File: src/rtl/fifo_pkg.sv
// Shared definitions for the dual-clock FIFO and its read-side consumers.
// Holds the default data width and a constant-evaluable ceil(log2) helper
// used to size pointers and counters.
package fifo_pkg;

    localparam int unsigned DATA_WIDTH_DEF = 8;

    // ceil(log2(value)), never less than 1 so a degenerate range still gets a bit.
    function automatic int unsigned clog2(input int unsigned value);
        int unsigned w;
        w = 1;
        while ((64'(1) << w) < 64'(value)) begin
            w++;
        end
        return w;
    endfunction

endpackage

File: src/rtl/frame_beat_counter.sv
// Frame boundary tracker for the read stream.
// Counts handshakes 0..FRAME_LEN-1, decodes the last beat of each frame and
// keeps a wrapping count of completed frames.
// Ports:
//   clk, rst_n     - clock, async active-low reset
//   valid          - stream valid (gates the last-beat decode)
//   handshake      - valid && ready this cycle
//   flush          - clears the beat position, keeps frame_count
//   last_c         - high on the final beat of a frame (decoded from state)
//   frame_count    - completed frames, wraps modulo 2^FCNT_WIDTH
module frame_beat_counter
    import fifo_pkg::*;
#(
    parameter int unsigned FRAME_LEN  = 16,
    parameter int unsigned FCNT_WIDTH = 16
) (
    input  logic                  clk,
    input  logic                  rst_n,
    input  logic                  valid,
    input  logic                  handshake,
    input  logic                  flush,
    output logic                  last_c,
    output logic [FCNT_WIDTH-1:0] frame_count
);

    localparam int unsigned BEAT_W = clog2(FRAME_LEN);

    logic [BEAT_W-1:0]     beat_cnt_q;
    logic [BEAT_W-1:0]     beat_cnt_d;
    logic [FCNT_WIDTH-1:0] frame_count_q;
    logic [FCNT_WIDTH-1:0] frame_count_d;

    assign last_c      = valid && (beat_cnt_q == BEAT_W'(FRAME_LEN - 1));
    assign frame_count = frame_count_q;

    // A handshake in the flush cycle still happens but never completes a frame.
    always_comb begin
        beat_cnt_d    = beat_cnt_q;
        frame_count_d = frame_count_q;
        if (flush) begin
            beat_cnt_d = '0;
        end else if (handshake) begin
            if (last_c) begin
                beat_cnt_d    = '0;
                frame_count_d = frame_count_q + FCNT_WIDTH'(1);
            end else begin
                beat_cnt_d = beat_cnt_q + BEAT_W'(1);
            end
        end
    end

    always_ff @(posedge clk or negedge rst_n) begin
        if (!rst_n) begin
            beat_cnt_q    <= '0;
            frame_count_q <= '0;
        end else begin
            beat_cnt_q    <= beat_cnt_d;
            frame_count_q <= frame_count_d;
        end
    end

endmodule

File: src/rtl/fifo_rd_stream_adapter.sv
// Read-side adapter: pulls words from the FIFO (rd_en/empty/rd_data, 1-cycle
// read latency) into a small prefetch buffer and presents them as a
// valid/ready stream with frame markers.
// Ports:
//   rd_clk, rst_n  - read-domain clock, async active-low reset
//   fifo_empty     - FIFO empty flag
//   rd_data        - FIFO data, valid one cycle after rd_en
//   rd_en          - FIFO read strobe
//   flush          - synchronous clear of buffer, in-flight read, beat count
//   out_data/out_valid/out_ready - output stream
//   out_last       - final beat of a frame
//   frame_count    - completed frames
module fifo_rd_stream_adapter
    import fifo_pkg::*;
#(
    parameter int unsigned DATA_WIDTH = DATA_WIDTH_DEF,
    parameter int unsigned BUF_DEPTH  = 3,
    parameter int unsigned FRAME_LEN  = 16,
    parameter int unsigned FCNT_WIDTH = 16
) (
    input  logic                  rd_clk,
    input  logic                  rst_n,
    input  logic                  fifo_empty,
    input  logic [DATA_WIDTH-1:0] rd_data,
    output logic                  rd_en,
    input  logic                  flush,
    output logic [DATA_WIDTH-1:0] out_data,
    output logic                  out_valid,
    input  logic                  out_ready,
    output logic                  out_last,
    output logic [FCNT_WIDTH-1:0] frame_count
);

    localparam int unsigned PTR_W = clog2(BUF_DEPTH);
    localparam int unsigned CNT_W = clog2(BUF_DEPTH + 1);
    localparam int unsigned SUM_W = CNT_W + 1;

    logic [DATA_WIDTH-1:0] mem_q [BUF_DEPTH];
    logic [PTR_W-1:0]      head_q;
    logic [PTR_W-1:0]      head_d;
    logic [PTR_W-1:0]      tail_q;
    logic [PTR_W-1:0]      tail_d;
    logic [CNT_W-1:0]      count_q;
    logic [CNT_W-1:0]      count_d;
    logic                  inflight_q;
    logic                  inflight_d;
    logic                  active_q;
    logic                  push_c;
    logic                  pop_c;

    function automatic logic [PTR_W-1:0] ptr_inc(input logic [PTR_W-1:0] p);
        return (p == PTR_W'(BUF_DEPTH - 1)) ? '0 : p + PTR_W'(1);
    endfunction

    // Issue only from registered occupancy so out_ready never reaches rd_en;
    // active_q holds rd_en low until the first edge after reset release.
    assign rd_en = active_q && !fifo_empty && !flush &&
                   ((SUM_W'(count_q) + SUM_W'(inflight_q)) < SUM_W'(BUF_DEPTH));

    assign out_valid = (count_q != '0);
    assign out_data  = mem_q[head_q];
    assign push_c    = inflight_q && !flush;
    assign pop_c     = out_valid && out_ready;

    // Buffer pointer and occupancy next-state.
    always_comb begin
        head_d     = head_q;
        tail_d     = tail_q;
        count_d    = count_q;
        inflight_d = rd_en;
        if (flush) begin
            head_d     = '0;
            tail_d     = '0;
            count_d    = '0;
            inflight_d = 1'b0;
        end else begin
            if (push_c) begin
                tail_d = ptr_inc(tail_q);
            end
            if (pop_c) begin
                head_d = ptr_inc(head_q);
            end
            case ({push_c, pop_c})
                2'b10:   count_d = count_q + CNT_W'(1);
                2'b01:   count_d = count_q - CNT_W'(1);
                default: count_d = count_q;
            endcase
        end
    end

    always_ff @(posedge rd_clk or negedge rst_n) begin
        if (!rst_n) begin
            head_q     <= '0;
            tail_q     <= '0;
            count_q    <= '0;
            inflight_q <= 1'b0;
            active_q   <= 1'b0;
        end else begin
            head_q     <= head_d;
            tail_q     <= tail_d;
            count_q    <= count_d;
            inflight_q <= inflight_d;
            active_q   <= 1'b1;
        end
    end

    // Prefetch storage; cleared on reset so out_data reads zero.
    always_ff @(posedge rd_clk or negedge rst_n) begin
        if (!rst_n) begin
            for (int unsigned i = 0; i < BUF_DEPTH; i++) begin
                mem_q[i] <= '0;
            end
        end else if (push_c) begin
            mem_q[tail_q] <= rd_data;
        end
    end

    frame_beat_counter #(
        .FRAME_LEN  (FRAME_LEN),
        .FCNT_WIDTH (FCNT_WIDTH)
    ) u_frame (
        .clk         (rd_clk),
        .rst_n       (rst_n),
        .valid       (out_valid),
        .handshake   (pop_c),
        .flush       (flush),
        .last_c      (out_last),
        .frame_count (frame_count)
    );

    // The issue rule reserves a slot for every in-flight read.
    no_push_when_full: assert property (@(posedge rd_clk) disable iff (!rst_n)
        !(push_c && (count_q == CNT_W'(BUF_DEPTH))));

endmodule

File: config.mk
export PLATFORM = sky130hd
export DESIGN_NAME = fifo_rd_stream_adapter
export DESIGN_NICKNAME = d
export VERILOG_FILES = /design/src/rtl/fifo_pkg.sv /design/src/rtl/frame_beat_counter.sv /design/src/rtl/fifo_rd_stream_adapter.sv
export SDC_FILE = /design/constraint.sdc
export NUM_CORES = 1
export LEC_CHECK = 0
export CAP_MARGIN = 20
export CORE_MARGIN = 2
export CORE_UTILIZATION = 30
export CTS_CLUSTER_SIZE = 25
export DETAILED_ROUTE_END_ITERATION = 7
export GPL_ROUTABILITY_DRIVEN = 0
export SLEW_MARGIN = 0
export SYNTH_ARGS = -nofsm -noshare
export SYNTH_HDL_FRONTEND = slang
export SYNTH_HIERARCHICAL = 1
export SYNTH_SLANG_ARGS = --single-unit
File: constraint.sdc
create_clock -name rd_clk -period 2.3 [get_ports rd_clk]
set_input_delay 0.69 -clock rd_clk [delete_from_list [all_inputs] [get_ports rd_clk]]
set_output_delay 0.69 -clock rd_clk [all_outputs]
set_load 0.005 [all_outputs]
# ---- Word level (Yosys, flattened, before mapping)
# Index checks and enable logic that the tools add are counted.
dict set report classes {
  add_sub_neg 7
  muxes 18
  bitwise_logic 3
  reduce_logical 14
  order_cmp 4
  n_eq_ne 5
}
# cell n
set ops {}
lappend ops {{24-bit bitwise mux} 1}
lappend ops {{8-bit two-way mux} 3}
lappend ops {{16-bit by 1-bit adder with 16-bit output (second input constant)} 1}
lappend ops {{8-bit binary-select mux with 2-bit select} 1}
lappend ops {{8-bit demux with 2-bit select} 1}
lappend ops {{2-bit two-way mux} 7}
lappend ops {{4-bit two-way mux} 3}
lappend ops {{1-bit logical AND} 7}
lappend ops {{2-bit by 1-bit adder with 2-bit output (second input constant)} 3}
lappend ops {{2-bit equality test (second input constant)} 3}
lappend ops {{3-bit >= comparator (second input constant)} 2}
lappend ops {{2-bit inverter with 3-bit output} 2}
lappend ops {{2-bit nonzero test} 3}
lappend ops {{4-bit by 1-bit adder with 4-bit output (second input constant)} 1}
lappend ops {{4-bit equality test (second input constant)} 1}
lappend ops {{2-bit case mux with 2 select lines} 1}
lappend ops {{2-bit by 1-bit adder with 3-bit output} 1}
lappend ops {{3-bit by 1-bit < comparator with 1-bit output (second input constant)} 1}
lappend ops {{3-bit by 2-bit < comparator with 1-bit output (second input constant)} 1}
lappend ops {{3-bit AND reduction} 1}
lappend ops {{3-bit nonzero test} 1}
lappend ops {{2-bit by 1-bit equality test with 1-bit output (second input constant)} 1}
lappend ops {{1-bit logical NOT} 2}
lappend ops {{2-bit by 1-bit subtractor with 2-bit output (second input constant)} 1}
lappend ops {{other kinds (2)} 2}
dict set report totals {
  out_inout_bits 27
  reg_bits 52
  elab_cells 61
  inputBits 13
}

# ---- Logic depth before layout (Yosys ltp)
# Gate-level depths: netlist of the first run.
dict set report depth {
  ltp_word 6
  mapped_depth 7
  mapped_depth_nobuf 6
}

# ---- Modules after synthesis
# Netlist of the first run, hierarchy kept.
# mod area_each_um2 instances cells_each seq_area_each_um2
set modules_own_cells {}
lappend modules_own_cells {fifo_rd_stream_adapter 1507.7 1 119 800.8}
lappend modules_own_cells {frame_beat_counter 945.9 1 80 500.5}

# ---- Least setup slack after synthesis of the first run
# Ideal clock, no wire load.
dict set report synth_path {
  path_kind {register to output}
  start {reg count_q[0]}
  end {out rd_en}
  slack_ns 0.086
  path_buffers 0
  t_required_ns 1.610
  path_stages_with_launch 5
  t_arrival_ns 1.524
  cell_sequence {dfrtp_1 -> ha_1 -> ha_1 -> or4b_2 -> a21oi_1}
}
dict set report synth_via {
  elab_chain_len 3
}
# element line
set synth_rtl {}
lappend synth_rtl {{start: declaration} fifo_rd_stream_adapter.sv:43} ;# logic [CNT_W-1:0] count_q;
lappend synth_rtl {{start signal: assignment} fifo_rd_stream_adapter.sv:101} ;# count_q <= count_d;
lappend synth_rtl {{2-bit by 1-bit adder with 3-bit output} fifo_rd_stream_adapter.sv:58} ;# ((SUM_W'(count_q) + SUM_W'(inflight_q)) < SUM_W'(BUF_DEPTH));
lappend synth_rtl {{3-bit by 2-bit < comparator with 1-bit output} fifo_rd_stream_adapter.sv:58}
lappend synth_rtl {{1-bit logical AND} fifo_rd_stream_adapter.sv:57} ;# assign rd_en = active_q && !fifo_empty && !flush &&
lappend synth_rtl {{end: declaration} fifo_rd_stream_adapter.sv:25} ;# output logic rd_en,
# Every way passes these cells.

# ---- Worst setup path in the final report of the first run
# Ends and elaborated chain as after synthesis.

==> metrics.cfg, run 1 <==
[critical_path]
ff2ff_setup_slack_ns = 0.52
worst_r2r_path_depth = 8
arrival_ns = 1.82
critPathMostFrequentCell = ha_2
max_stage_delay_ns = 0.52
cpLargestDelayFamily = simple AND/OR/NAND/NOR gates
slowest_stage = or4b_4
timing.rr.start = count_q[0]
critPathLaunch = count_q[0]
crit_chain = ha_2, ha_2, or4b_4, a21oi_2, buf_2
crit_buf_inv = 1
required_ns = 1.61
criticalPathCategory = reg -> out
r2r-end = u_frame/frame_count[6]
endpoint_kind = output pin
crit_path_max_fanout = 2
critPathLaunchType = flip-flop

[pwr]
p_total_mw = 1.78
vdd_ir_drop_max_mv = 0.188
powerDensity_nw_per_um2 = 547
leakagePower_nw = 1.50

[clock_tree]
clkLatencyLatePin_ns = 0.30
cts_tree = built
cts-root-buf = clkbuf_8
cts.sinks = 52
cts.clk_slew.worst_paths_ns = 0.09
cts_buffers = 5
htree_levels = 2
clockBufferDepth = 2

[cells_and_area]
design_area_um2 = 3250
final_nets = 279
utilization = 0.416
n_antenna_cell = 0
drive_above_1_share = 0.289
area_delta_synth_final_pct = 32.3
final_cells = 365

[die]
die_h_um = 94.4
initial_core_util = 0.314
num_rows = 32
fp.dieW_um = 94.4
core_area_um2 = 7810
ios = 40
die-area_um2 = 8920

[logic_synthesis]
yosysUniqueCellTypes = 40
async_flop_share = 1.00
synth_ff_type = dfrtp_1
ys_seq_area_frac = 0.530
synth_area_um2 = 2450
avgSynthCellArea_um2 = 12.3
synth_edf_count = 0
synthCells = 199
synthesis.nets = 216
ys_ff_latch = 52
yosysWarnings = 6

[global_route]
grt_util_all_layers = 0.118
busiest_layer = met2
antenna_found_initial = 0
grt_max_degree = 53
met3_usage = 0.0351
use_met1 = 0.159
grt_pass1_vias = 1697
gr-usage-met2 = 0.185
grt_overflow = 0
grt_pass1_wl_um = 8290

[route]
totalWireLength_um = 4880
viasPerCell = 4.57
ant_nets = 0
firstDrtPassIters = 4
via_count = 1668
drtIter0Drc = 54
wl_per_cell_um = 13.4
drc = 0

[timing]
tns_ns = -0.210
fin_worst_skew_ns = 0.00334
setup-violations-final = 1
hold_viol = 0
min_period_ns = 2.51
fin_crit_sh = 1.09
rsz0062_at_grt = yes
drv_slew = 0
setup_ws_ns = -0.210
fmax_ghz = 0.398

[placed_design]
io_buffers = 39
dp_hpwl_um = 3330
postPlaceCellArea_um2 = 3140
placed_cells = 355

[min_path]
hp-class = in -> async

[status]
violations = setup timing
status = finished with violations

[flow_run]
maxCapViolCount = 0

## registers in the layout, indices dropped and copies added, names as in the netlist
name,count
u_frame/beat_cnt_q,4
tail_q,2
mem_q,24
u_frame/frame_count,16
head_q,2
active_q,1
inflight_q,1
count_q,2
## timing repair
action	4_1_cts	5_1_grt
pin swaps	2	2
cloned	0	0
buffers inserted	1	1
endpoints found under the setup margin	11	5
hold buffers	0	0
gates resized for setup	26	7
## power by group
part	leakage [nW]	internal [mW]	switching, mW
Sequential	0.702	0.976	0.0316
Combinational	0.749	0.137	0.0978
Clock	0.0510	0.241	0.293
## layer usage
layer	vias to the layer above	part of all wire
li1	824	-
met1	803	0.49
met2	35	0.45
met3	6	0.054
met4	0	0.010
met5	-	0
## cell usage in the layout (no fill, tap or decap), types with 2 or more instances in the layout
master / synthesis / final
a21oi_1: 5 / 4
and3_1: 2 / 2
and4_1: 2 / 2
buf_12: 0 / 4
buf_2: 2 / 2
buf_4: 1 / 16
buf_6: 0 / 2
clkbuf_2: 0 / 3
clkbuf_8: 0 / 6
clkdlybuf4s50_1: 0 / 25
clkinv_2: 0 / 2
dfrtp_1: 52 / 52
dlygate4sd2_1: 0 / 8
ha_1: 4 / 2
ha_2: 0 / 2
inv_1: 4 / 4
mux2_2: 26 / 26
mux2i_1: 12 / 12
nand2_1: 19 / 19
nand2b_1: 2 / 2
nand3_1: 6 / 6
nand3b_1: 2 / 2
nand4b_1: 2 / 2
nor2_1: 7 / 7
nor3b_4: 2 / 2
nor4_1: 2 / 2
o21ai_0: 11 / 8
o21ai_1: 0 / 3
xnor2_1: 9 / 9
xor2_1: 7 / 7
## layout make-up
cell class / count / area, um2
Clock buffer: 6 / 82.6
Clock inverter: 2 / 10.0
Fill cell: 776 / 4560
Inverter: 4 / 15.0
Multi-Input combinational cell: 138 / 1130
Sequential cell: 52 / 1300
Tap cell: 102 / 128
Timing Repair Buffer: 61 / 581
## worst reg2reg max path, stage by stage, from the launching register on
cell      delay (ns)
dfrtp_1         0.41
buf_4           0.15
o21ai_0         0.27
inv_1           0.14
nand4b_1        0.16
buf_4           0.13
nor2_1          0.05
and4_1          0.22
xor2_1          0.14
## worst max-delay path by stage
stage	endpoint	slack [ns]	cells after the start
2_1_floorplan	rd_en	0.09	4
3_3_place_gp	rd_en	-0.81	4
3_5_place_dp	rd_en	-0.83	4
4_1_cts	rd_en	-0.21	5
5_1_grt	rd_en	-0.26	5
6_report	rd_en	-0.21	5
## logic make-up after synthesis
kind of cell	after synthesis	synth area share
AO/OA/AOI/OAI	20	0.0469
XOR/XNOR	16	0.0571
adder cells (fa/ha/maj)	4	0.0204
buffers and inverters	9	0.0163
flip-flops	52	0.530
multiplexers	38	0.168
other	1	0.00153
AND/OR/NAND/NOR	59	0.159
## metrics by stage
stage / hold WS [ns] / setup WS, ns
floorplan: 0.394 / 0.0857
global placement: 0.465 / -0.810
detailed placement: 0.470 / -0.827
CTS: 0.368 / -0.209
global route: 0.375 / -0.260
finish: 0.365 / -0.210
## synth_stat cells (all sizes together) (2+ instances only)
| master | instances | area share |
|---|---|---|
| a21oi | 5 | 0.010 |
| and3 | 2 | 0.0051 |
| and4 | 2 | 0.0071 |
| buf | 4 | 0.0087 |
| dfrtp | 52 | 0.53 |
| ha | 4 | 0.020 |
| inv | 4 | 0.0061 |
| mux2 | 26 | 0.12 |
| mux2i | 12 | 0.049 |
| nand2 | 19 | 0.029 |
| nand2b | 3 | 0.011 |
| nand3 | 6 | 0.012 |
| nand3b | 2 | 0.0061 |
| nand4 | 2 | 0.011 |
| nand4b | 2 | 0.0071 |
| nor2 | 8 | 0.013 |
| nor3 | 2 | 0.0087 |
| nor3b | 2 | 0.015 |
| nor4 | 4 | 0.019 |
| o21ai | 11 | 0.022 |
| or2 | 2 | 0.0051 |
| xnor2 | 9 | 0.032 |
| xor2 | 7 | 0.025 |
(Power assumes the default switching activity.)
==> run 2: changes to the inputs <==
--- a/config.mk
+++ b/config.mk
@@ -10,6 +10,7 @@
 export CORE_UTILIZATION = 30
 export CTS_CLUSTER_SIZE = 25
 export DETAILED_ROUTE_END_ITERATION = 7
+export DONT_BUFFER_PORTS = 1
 export GPL_ROUTABILITY_DRIVEN = 0
 export SLEW_MARGIN = 0
 export SYNTH_ARGS = -nofsm -noshare
==> run 2 against run 1 <==
Compared with the run above:
- the flow still finishes with violations (setup timing)
- critical path depth fell by 1
- combinational power fell by 39%
- global-route usage fell by 0.45 points
- clock power rose by 19%
- sequential share of layout area rose by 6.9 points
- flip-flop and latch count did not move
- die area did not move
- register-to-register slack got worse by 0.22 ns
- clock skew rose by 0.0058 ns
- largest cell class unchanged
==> metrics.cfg, run 2 (synthesis results as in run 1) <==
[status]
status = finished with violations
violations = setup timing

[timing]
min_period_ns = 2.35  ; -0.159 ns
maxSlewHeadroom = 0.654
rsz0062_at_grt = yes
setup-violations-final = 1  ; unchanged
fin_crit_sh = 1.02  ; -0.0690
hold_viol = 0  ; unchanged
worst_pin_slew_ns = 0.518
setup_ws_ns = -0.0513  ; +0.159 ns
fmax_ghz = 0.425  ; +6.7%
fin_worst_skew_ns = 0.00915  ; +0.00582 ns
drv_slew = 0  ; unchanged

[cells_and_area]
n_antenna_cell = 0  ; unchanged
layout_commonest_cell = dfrtp_1
final_cell_mix = dfrtp_1 (52), mux2_2 (26), nand2_1 (19)
area_delta_synth_final_pct = 12.9
regMostFlops = mem_q
nFillCells = 770  ; -0.77%
largest_reg_flops = 24  ; unchanged
final_nets = 228  ; -18%
utilization = 0.355  ; -0.0611
drive_above_1_share = 0.274  ; -0.0154

[clock_tree]
htree_levels = 2  ; unchanged
clkLatencyLatePin_ns = 0.30  ; about the same
cts_tree = built
cts.sinks = 52  ; unchanged
clockBufferDepth = 2  ; unchanged
cts_buffers = 5  ; unchanged
cts-root-buf = clkbuf_8
cts.clk_slew.worst_paths_ns = 0.10  ; about the same

[pwr]
comb_power_share = 0.080  ; -0.052
power_frac_seq = 0.564  ; -0.003
powerDensity_nw_per_um2 = 645  ; +18%
p_clk_frac = 0.356  ; +0.055
switching_power_uw = 403  ; -4.5%
p_total_mw = 1.79  ; +0.62%
internal-power_mw = 1.38  ; +2.2%
vdd_ir_drop_max_mv = 0.385  ; +100%
switching_share = 0.226  ; -0.0121
leakagePower_nw = 1.25  ; -17%

[die]
fp.dieW_um = 94.4  ; unchanged
ios = 40  ; unchanged
die_h_um = 94.4  ; unchanged
core_area_um2 = 7810  ; unchanged
num_rows = 32  ; unchanged
die-area_um2 = 8920  ; unchanged
initial_core_util = 0.314  ; unchanged

[critical_path]
ff2ff_setup_slack_ns = 0.30  ; -0.22 ns
arrival_ns = 1.66  ; -0.16 ns
endpoint_kind = output pin
criticalPathCategory = reg -> out
critPathLaunchType = flip-flop
crit_path_max_fanout = 2  ; unchanged
required_ns = 1.61  ; about the same

[route]
wl_per_cell_um = 14.8  ; +11%
viasPerCell = 4.78  ; +4.6%
drtIter0Drc = 31  ; -43%
ant_nets = 0  ; unchanged
totalWireLength_um = 4650  ; -4.7%
drc = 0  ; unchanged
via_count = 1501  ; -10%
firstDrtPassIters = 4  ; unchanged

[placed_design]
dp_hpwl_um = 3280  ; -1.6%
dp_slack_ns = 0.0589  ; +0.886 ns
io_buffers = 0  ; -100%

[global_route]
grt_util_all_layers = 0.114  ; -0.00449
grt_pass1_vias = 1612  ; -5.0%
grt_overflow = 0  ; unchanged
grt_max_degree = 53  ; unchanged
grt_pass1_wl_um = 7900  ; -4.7%
antenna_found_initial = 0  ; unchanged

[min_path]
hp-class = in -> async

[flow_run]
maxCapViolCount = 0  ; unchanged

-- run 2: changes by cell type in the layout (fill, tap and decap cells not counted), sizes merged --
cell | previous run | this run
buf | 24 | 10
bufinv | 0 | 1
clkbuf | 9 | 5
clkdlybuf4s50 | 25 | 0
dlygate4sd2 | 8 | 0
dlymetal6s2s | 1 | 0
-- run 2: power groups by stage --
stage	clock network, mW	registers [mW]	logic (mW)
floorplan	0	1.02	0.116
global placement	0	1.02	0.137
detailed placement	0	1.03	0.143
CTS	0.660	1.01	0.146
global route	0.705	1.02	0.158
finish	0.637	1.01	0.143
-- run 2: routing by layer --
| metal | vias up | GRT usage | wire length (um) |
|---|---|---|---|
| met5 | - | 0 | 0 |
| met2 | 35 | 0.179 | 2140 |
| met4 | 0 | 0.0362 | 48 |
| met1 | 726 | 0.144 | 2110 |
| met3 | 5 | 0.0447 | 344 |
| li1 | 735 | - | - |
-- run 2: final cells by class --
type	instances	area, um2	area share
sequential	52	1300	0.470
multi-input combinational	138	1130	0.410
tap	102	128	0.0461
timing repair buffer	10	75.1	0.0271
clock buffer	5	68.8	0.0248
clock inverter	3	47.5	0.0172
inverter	4	15.0	0.00542
-- run 2: worst max-delay path: stages (launching register included) --
cell and delay (ns):
dfrtp_1 0.39, ha_2 0.20, ha_4 0.15, or4b_4 0.48, a21oi_2 0.13
-- run 2: what timing repair did --
| item | CTS | global route |
|---|---|---|
| pin swaps | 0 | 1 |
| resized for setup | 4 | 1 |
| endpoints found under the setup margin | 1 | 2 |
| buffers inserted | 1 | 2 |
| hold buffers | 0 | 0 |
-- run 2: path summary, 6_finish.rpt --
check	startpoint	to	cells past startpoint
max in group asynchronous	rst_n	u_frame/frame_count[15]	0
min in group rd_clk	flush	head_q[0]	1
max	count_q[0]	rd_en	4
min	rst_n	mem_q[12]	0
min reg2reg	u_frame/frame_count[15]	u_frame/frame_count[15]	1
max reg2reg	count_q[0]	u_frame/frame_count[6]	8
-- run 2: metrics by stage --
step	instance area, um2	setup TNS [ns]	hold WS [ns]	std cells
detailed placement	2610	0	0.396	303
global route	2770	-0.126	0.0272	314
CTS	2750	-0.0737	0.0512	312
floorplan	2450	0	0.394	199
finish	2770	-0.0513	0.0618	314
global placement	2610	0	0.396	303
